`src/rtl/axi4_pkg.sv`:
```
// axi4_pkg: shared AXI4 response/burst encodings, FSM state types and clog2 helper
package axi4_pkg;
  localparam logic [1:0] RESP_OKAY   = 2'b00;
  localparam logic [1:0] RESP_EXOKAY = 2'b01;
  localparam logic [1:0] RESP_SLVERR = 2'b10;
  localparam logic [1:0] RESP_DECERR = 2'b11;
  localparam logic [1:0] BURST_FIXED = 2'b00;
  localparam logic [1:0] BURST_INCR  = 2'b01;
  localparam logic [1:0] BURST_WRAP  = 2'b10;
  typedef enum logic [1:0] {R_IDLE, R_FETCH, R_WAIT, R_SEND} r_state_t;
  typedef enum logic [1:0] {W_IDLE, W_DATA, W_RESP} w_state_t;
  function automatic int clog2(input int v);
    int r;
    r = 0;
    while ((1 << r) < v) r++;
    return r;
  endfunction
endpackage

```
`src/rtl/axi4_burst_addr_gen.sv`:
```
// axi4_burst_addr_gen: combinational next-beat address and burst legality for native-size bursts
module axi4_burst_addr_gen
  import axi4_pkg::*;
#(
  parameter int AW         = 32,
  parameter int DATA_WIDTH = 32
) (
  input  logic [AW-1:0] addr,
  input  logic [7:0]    len,
  input  logic [2:0]    size,
  input  logic [1:0]    burst,
  output logic [AW-1:0] next_addr,
  output logic          burst_legal
);
  localparam int RS = clog2(DATA_WIDTH / 8);
  logic [AW-1:0] incr_addr, wrap_mask, wrap_addr;
  logic          wrap_len_ok;
  assign wrap_len_ok = (len == 8'd1) || (len == 8'd3) || (len == 8'd7) || (len == 8'd15);
  assign burst_legal = (burst != 2'b11) && !(burst == BURST_WRAP && !wrap_len_ok) && (size == 3'(RS));
  assign incr_addr   = addr + AW'(DATA_WIDTH / 8);
  // wrap window is (len+1) beats; low bits roll over inside it, high bits stay put
  assign wrap_mask   = ((AW'(len) + AW'(1)) << RS) - AW'(1);
  assign wrap_addr   = (addr & ~wrap_mask) | (incr_addr & wrap_mask);
  assign next_addr   = (burst == BURST_FIXED) ? addr : (burst == BURST_WRAP) ? wrap_addr : incr_addr;
endmodule

```
`src/rtl/axi4_xip_read_slave.sv`:
```
// axi4_xip_read_slave: AXI4 read slave for the QSPI XIP path; one word fetch per beat,
// writes are drained and answered with SLVERR since the flash is read-only.
module axi4_xip_read_slave
  import axi4_pkg::*;
#(
  parameter int                        DATA_WIDTH     = 32,
  parameter int                        AXI_ADDR_WIDTH = 32,
  parameter logic [AXI_ADDR_WIDTH-1:0] FLASH_BYTES    = 32'h0100_0000
) (
  input  logic                      clk,
  input  logic                      rst_n,
  input  logic [3:0]                s_arid,
  input  logic [AXI_ADDR_WIDTH-1:0] s_araddr,
  input  logic [7:0]                s_arlen,
  input  logic [2:0]                s_arsize,
  input  logic [1:0]                s_arburst,
  input  logic                      s_arvalid,
  output logic                      s_arready,
  output logic [3:0]                s_rid,
  output logic [DATA_WIDTH-1:0]     s_rdata,
  output logic [1:0]                s_rresp,
  output logic                      s_rlast,
  output logic                      s_ruser,
  output logic                      s_rvalid,
  input  logic                      s_rready,
  input  logic [3:0]                s_awid,
  input  logic [AXI_ADDR_WIDTH-1:0] s_awaddr,
  input  logic [7:0]                s_awlen,
  input  logic [2:0]                s_awsize,
  input  logic [1:0]                s_awburst,
  input  logic                      s_awvalid,
  output logic                      s_awready,
  input  logic [DATA_WIDTH-1:0]     s_wdata,
  input  logic [DATA_WIDTH/8-1:0]   s_wstrb,
  input  logic                      s_wlast,
  input  logic                      s_wuser,
  input  logic                      s_wvalid,
  output logic                      s_wready,
  output logic [3:0]                s_bid,
  output logic [1:0]                s_bresp,
  output logic                      s_buser,
  output logic                      s_bvalid,
  input  logic                      s_bready,
  output logic                      fetch_valid,
  output logic [AXI_ADDR_WIDTH-1:0] fetch_addr,
  input  logic                      fetch_ready,
  input  logic                      fetch_rvalid,
  input  logic [DATA_WIDTH-1:0]     fetch_rdata,
  input  logic                      fetch_rerr
);
  localparam int AW = AXI_ADDR_WIDTH;
  r_state_t      r_state, r_next;
  w_state_t      w_state, w_next;
  logic [3:0]    r_id;
  logic [AW-1:0] r_addr, nxt_addr;
  logic [7:0]    r_len, r_cnt;
  logic [2:0]    r_size;
  logic [1:0]    r_burst;
  logic          legal, oor, last, unused_ok;
  axi4_burst_addr_gen #(.AW(AW), .DATA_WIDTH(DATA_WIDTH)) u_addr_gen (
    .addr(r_addr), .len(r_len), .size(r_size), .burst(r_burst),
    .next_addr(nxt_addr), .burst_legal(legal)
  );
  assign oor        = r_addr >= FLASH_BYTES;
  assign last       = r_cnt == r_len;
  assign s_rvalid   = r_state == R_SEND;
  assign s_rlast    = s_rvalid && last;
  assign s_rid      = r_id;
  assign s_ruser    = 1'b0;
  assign fetch_addr = r_addr & ~AW'(DATA_WIDTH / 8 - 1);
  assign s_bvalid   = w_state == W_RESP;
  assign s_bresp    = s_bvalid ? RESP_SLVERR : RESP_OKAY;
  assign s_buser    = 1'b0;
  assign unused_ok  = ^{s_awaddr, s_awlen, s_awsize, s_awburst, s_wdata, s_wstrb, s_wuser};
  always_comb begin
    r_next      = r_state;
    fetch_valid = 1'b0;
    case (r_state)
      R_IDLE:  r_next = (s_arvalid && s_arready) ? R_FETCH : R_IDLE;
      R_FETCH: begin
        fetch_valid = legal && !oor;
        r_next      = (!legal || oor) ? R_SEND : fetch_ready ? R_WAIT : R_FETCH;
      end
      R_WAIT:  r_next = fetch_rvalid ? R_SEND : R_WAIT;
      R_SEND:  r_next = !s_rready ? R_SEND : last ? R_IDLE : R_FETCH;
    endcase
  end
  always_comb begin
    w_next = w_state;
    case (w_state)
      W_IDLE:  w_next = (s_awvalid && s_awready) ? W_DATA : W_IDLE;
      W_DATA:  w_next = (s_wvalid && s_wready && s_wlast) ? W_RESP : W_DATA;
      W_RESP:  w_next = s_bready ? W_IDLE : W_RESP;
      default: w_next = W_IDLE;
    endcase
  end
  // ready outputs are flops so they come out of reset low and rise one cycle later
  always_ff @(posedge clk or negedge rst_n) begin
    if (!rst_n) begin
      r_state   <= R_IDLE;
      w_state   <= W_IDLE;
      s_arready <= 1'b0;
      s_awready <= 1'b0;
      s_wready  <= 1'b0;
    end else begin
      r_state   <= r_next;
      w_state   <= w_next;
      s_arready <= r_next == R_IDLE;
      s_awready <= w_next == W_IDLE;
      s_wready  <= w_next == W_DATA;
    end
  end
  always_ff @(posedge clk or negedge rst_n) begin
    if (!rst_n) begin
      r_id    <= '0;
      r_addr  <= '0;
      r_len   <= '0;
      r_size  <= '0;
      r_burst <= '0;
      r_cnt   <= '0;
      s_rdata <= '0;
      s_rresp <= RESP_OKAY;
      s_bid   <= '0;
    end else begin
      if (r_state == R_IDLE && s_arvalid && s_arready) begin
        r_id    <= s_arid;
        r_addr  <= s_araddr;
        r_len   <= s_arlen;
        r_size  <= s_arsize;
        r_burst <= s_arburst;
        r_cnt   <= '0;
      end
      if (r_state == R_FETCH && (!legal || oor)) begin
        s_rdata <= '0;
        s_rresp <= legal ? RESP_DECERR : RESP_SLVERR;
      end
      if (r_state == R_WAIT && fetch_rvalid) begin
        s_rdata <= fetch_rdata;
        s_rresp <= fetch_rerr ? RESP_SLVERR : RESP_OKAY;
      end
      if (r_state == R_SEND && s_rready && !last) begin
        r_addr <= nxt_addr;
        r_cnt  <= r_cnt + 8'd1;
      end
      if (w_state == W_IDLE && s_awvalid && s_awready) s_bid <= s_awid;
    end
  end
endmodule

```
`config.mk`:
```
export PLATFORM = sky130hd
export DESIGN_NAME = axi4_xip_read_slave
export DESIGN_NICKNAME = d
export VERILOG_FILES = /design/src/rtl/axi4_pkg.sv /design/src/rtl/axi4_burst_addr_gen.sv /design/src/rtl/axi4_xip_read_slave.sv
export SDC_FILE = /design/constraint.sdc
export NUM_CORES = 1
export LEC_CHECK = 0
export CORE_UTILIZATION = 46
export CTS_CLUSTER_DIAMETER = 60
export DETAILED_ROUTE_END_ITERATION = 8
export PLACE_DENSITY = 0.87
export SETUP_SLACK_MARGIN = 0.3
export SKIP_CTS_REPAIR_TIMING = 1
export SLEW_MARGIN = 20
export SYNTH_ARGS = -nofsm -noshare
export SYNTH_HDL_FRONTEND = slang
export SYNTH_HIERARCHICAL = 1
export SYNTH_SLANG_ARGS = --single-unit
export TNS_END_PERCENT = 50
```
`constraint.sdc`:
```
create_clock -name clk -period 4.6 [get_ports clk]
set_input_delay 0.69 -clock clk [delete_from_list [all_inputs] [get_ports clk]]
set_output_delay 0.69 -clock clk [all_outputs]
set_load 0.05 [all_outputs]
```
# After elaboration in Yosys (flattened, before gate mapping)
# Index checks and enable logic that the tools add are counted.
# op_classes
order_cmp,1
eq_ne,15
n_bitwise,4
n_reduce_logical,34
muxes,25
addsub,4
# op_table
op,n
$mux 32,6
$and 32x32->32,2
$add 32x3->32 const B,1
$ge 32x25->1 const B,1
$not 32->32,1
$or 32x32->32,1
$sub 32x1->32 const B,1
$mux 2,9
$logic_and 1x1->1,17
$mux 8,2
$logic_not 2->1,5
$add 8x1->9 const B,1
$add 8x1->8 const B,1
$eq 2x2->1 const B,4
$eq 8x1->1 const B,1
$eq 8x2->1 const B,1
$eq 8x3->1 const B,1
$eq 8x4->1 const B,1
$eq 8x8->1,1
$pmux 2 s4,1
$eq 2x1->1 const B,3
$mux 1,6
$pmux 2 s3,1
$logic_not 1->1,5
5 further kinds,10
# totals
word_cells,97
out_inout_bits,85
reg_bits,102

# Longest topological paths before layout
# logic_depth
depth_word,14
mapped_depth,11
ltp_nobuf,10

# Modules after synthesis
# Netlist, hierarchy kept.
# by_module_without_submodules
mod,area_per_inst_um2,cells_each,instances,seq_area_each_um2
axi4_xip_read_slave,4519.3,429,1,2552.4
axi4_burst_addr_gen,1365.1,192,1,0.0

# Worst setup path before layout
# OpenSTA, ideal clock, no wires.
# synth_timing
path_kind,reg-to-output
start,register r_len[1]
end,output fetch_valid
stages_incl_launch_ff,9
required_ns,3.910
slack_ns,1.811
arrival_time_ns,2.099
path_cell_list,dfrtp_1 -> ha_1 -> buf_6 -> nand2_1 -> a21oi_1 -> nand3_1 -> a21oi_1 -> nand4b_1 -> nor2_1
# synth_via
elab_chain_len,11
# synth_rtl
element,line,rtl
from (decl),axi4_xip_read_slave.sv:56,"logic [7:0] r_len, r_cnt;"
from (signal assigned),axi4_xip_read_slave.sv:128,r_len <= s_arlen;
$eq 8x1->1 or $eq 8x2->1 (tied branches),axi4_burst_addr_gen.sv:18,assign wrap_len_ok = (len == 8'd1) || (len == 8'd3) || (len == 8'd7) || (len == 8'd15);
$logic_or 1x1->1 (2 in series),axi4_burst_addr_gen.sv:18,
$logic_or 1x1->1 (*),axi4_burst_addr_gen.sv:18,
$logic_not 1->1 (*),axi4_burst_addr_gen.sv:19,assign burst_legal = (burst != 2'b11) && !(burst == BURST_WRAP && !wrap_len_ok) && (size == 3'(RS));
$logic_and 1x1->1 (*),axi4_burst_addr_gen.sv:19,
$logic_not 1->1 (*),axi4_burst_addr_gen.sv:19,
$logic_and 1x1->1 (*) (2 in series),axi4_burst_addr_gen.sv:19,
via legal,axi4_xip_read_slave.sv:59,"logic legal, oor, last, unused_ok;"
$logic_and 1x1->1 (*),axi4_xip_read_slave.sv:81,fetch_valid = legal && !oor;
$mux 1 (*),axi4_xip_read_slave.sv:78,case (r_state)
to (decl),axi4_xip_read_slave.sv:44,"output logic fetch_valid,"
# Mark *: on every way through the listed nets, which the timed path passes. The rest lies on a longest branch.

# Worst setup path after layout
# layout_timing
start,register r_len[0]
end,output fetch_valid
# Same word-level chain as after synthesis.

==> flow_summary.json <==
{
  "syn_to_final_growth_pct": 31.0,
  "finalHoldViolCount": 0,
  "p_leak_nw": 3.25,
  "final_nets": 914,
  "grt_max_degree": 55,
  "place.gp.congestion": 0.861,
  "dieHeight_um": 114,
  "start_util": 0.476,
  "critPathRequiredTime_ns": 3.91,
  "slew_headroom": 0.291,
  "crit_top_cell": "a21oi_1",
  "cp-start-kind": "flip-flop",
  "clockBufferDepth": 2,
  "n_fill_cell": 1030,
  "synth_cells": 611,
  "cp_slowest_cell": "dfrtp_1",
  "timing.fmax_mhz": 269,
  "reg2reg_depth": 9,
  "h-tree-depth": 3,
  "n_antenna_cell": 0,
  "vias": 5050,
  "end_kind": "primary output",
  "setup-tns-final_ns": 0,
  "dieArea_um2": 13000,
  "synth_warnings": 6,
  "fin_crit_ns": 3.72,
  "hold_class": "input pin to async pin",
  "cts_sinks": 100,
  "ant_nets": 0,
  "finalSetupViolCount": 0,
  "r2r_slack_ns": 1.39,
  "clkTransAtPathRegs_ns": 0.07,
  "rows": 40,
  "grtUsageTotal": 0.238,
  "drc": 0,
  "power_w": 0.00530,
  "grt_pass1_wl_um": 24400,
  "clock-root-buffer": "clkbuf_16",
  "dp_hpwl_um": 10700,
  "grt_overflow": 0,
  "netlist_area_um2": 5790,
  "grt_pass1_vias": 5049,
  "core_area_um2": 12200,
  "maxCapViolCount": 0,
  "worstPathCellList": "ha_1 > nand2_1 > a21oi_1 > nand3_1 > a21oi_1 > nand4b_1 > nor2_1 > dlymetal6s2s_1",
  "drv_slew": 0,
  "r2r-end": "r_addr[21]$_DFFE_PN0P_",
  "worstPathMaxFanout": 14,
  "avgSynthCellArea_um2": 9.47,
  "rsz0062_at_grt": "no",
  "status": "complete, no violations",
  "grt_antenna_before_repair": 0,
  "via_per_inst": 5.59,
  "crit_type": "flip-flop to primary output",
  "cp.arrival_ns": 3.03,
  "drtIter0Drc": 326,
  "wl_per_cell_um": 16.6,
  "tightest_slew_ns": 1.06,
  "dr.pass1.iters": 5,
  "power.density_nw_per_um2": 699,
  "die_x_um": 114,
  "max_stage_delay_ns": 0.68,
  "peakVddDrop_mv": 0.602,
  "io_pins": 263,
  "cts_buffers": 9,
  "skew_ns": 0.00589,
  "numPortBuffers": 173,
  "final_layout_size_suffix_gt1_frac": 0.0720,
  "clock_latency_ns": 0.35,
  "fin_crit_sh": 0.809,
  "worstReg2RegStart": "r_len[0]$_DFFE_PN0P_",
  "drt_wl_total_um": 15000,
  "cts_tree": "yes"
}
## cell type report
type                    instances  area, um2  share of cell area
clock inverters                 5       60.1             0.00792
flip-flops and latches        100       2500               0.330
clock buffers                  11        243              0.0320
inverters                       9       33.8             0.00446
repair buffers                178       1770               0.233
multi-input cells             433       2760               0.364
well taps                     168        210              0.0277
## worst max-delay path by stage
stage,cells after the start,end,slack (ns),startpoint
2_1_floorplan,8,fetch_valid,1.81,r_len[1]$_DFFE_PN0P_
3_3_place_gp,8,fetch_valid,0.88,r_len[0]$_DFFE_PN0P_
3_5_place_dp,8,fetch_valid,0.85,r_len[0]$_DFFE_PN0P_
4_1_cts,8,fetch_valid,0.45,r_len[0]$_DFFE_PN0P_
5_1_grt,8,fetch_valid,0.56,r_len[0]$_DFFE_PN0P_
6_report,8,fetch_valid,0.88,r_len[0]$_DFFE_PN0P_
## critical path, delay by kind of cell (launching register included)
kind,cells,cell delay [ns]
flops,1,0.68
simple gates,4,0.62
buf+inv,1,0.47
fa+ha+maj,1,0.43
compound gates,2,0.47
## cell usage in the layout (no fill, tap or decap), types with 3 or more instances in the layout
master and instances:
dfrtp_1 100, nor3_1 6, and4_1 3, clkbuf_16 9, inv_1 9, nand4_1 13, mux2i_1 5, o21ai_0 30
clkdlybuf4s50_1 171, mux2_2 7, nor2_1 23, a31oi_1 3, a211oi_1 3, nand2_1 103, nand3_1 25, a21oi_1 8
and3_1 12, a22o_1 34, or3_1 4, and4_2 3, nor2b_1 4, conb_1 5, ha_1 5, and2_1 4
o21ai_1 9, buf_4 6, xor2_1 14, and3_2 3, xnor2_1 31, a22oi_1 30
## layer usage
metal / global-route usage / vias to the layer above / wire length, um / part of all wire
li1: - / 2367 / - / -
met1: 0.300 / 2437 / 6470 / 0.43
met2: 0.385 / 222 / 7050 / 0.47
met3: 0.0688 / 24 / 1170 / 0.078
met4: 0.0961 / 0 / 292 / 0.019
met5: 0 / - / 0 / 0
## per-stage QoR
step	hold WS [ns]	instances	util	worst slack [ns]	instance area, um2
2_1_floorplan	0.394	615	-	1.81	5800
3_3_place_gp	0.462	888	0.598	0.880	7280
3_5_place_dp	0.467	888	0.598	0.852	7280
4_1_cts	0.409	904	0.623	0.452	7580
5_1_grt	0.437	904	0.623	0.556	7580
6_report	0.374	904	0.623	0.877	7580
## report_power, final
group / leakage [nW] / total (W) / internal [W] / switching, W
clock network: 0.146 / 0.000778 / 0.000439 / 0.000339
logic: 1.80 / 0.00285 / 0.00105 / 0.00179
registers: 1.31 / 0.00168 / 0.00123 / 0.000444
## registers in the layout (all words and copies together), names as in the netlist
signal     count
w_state        2
s_arready      1
s_awready      1
r_cnt          8
s_rdata       32
s_rid          4
s_bid          4
r_size         3
r_burst        2
r_len          8
r_addr        30
s_rresp        2
r_state        2
s_wready       1
(Power assumes the default switching activity.)
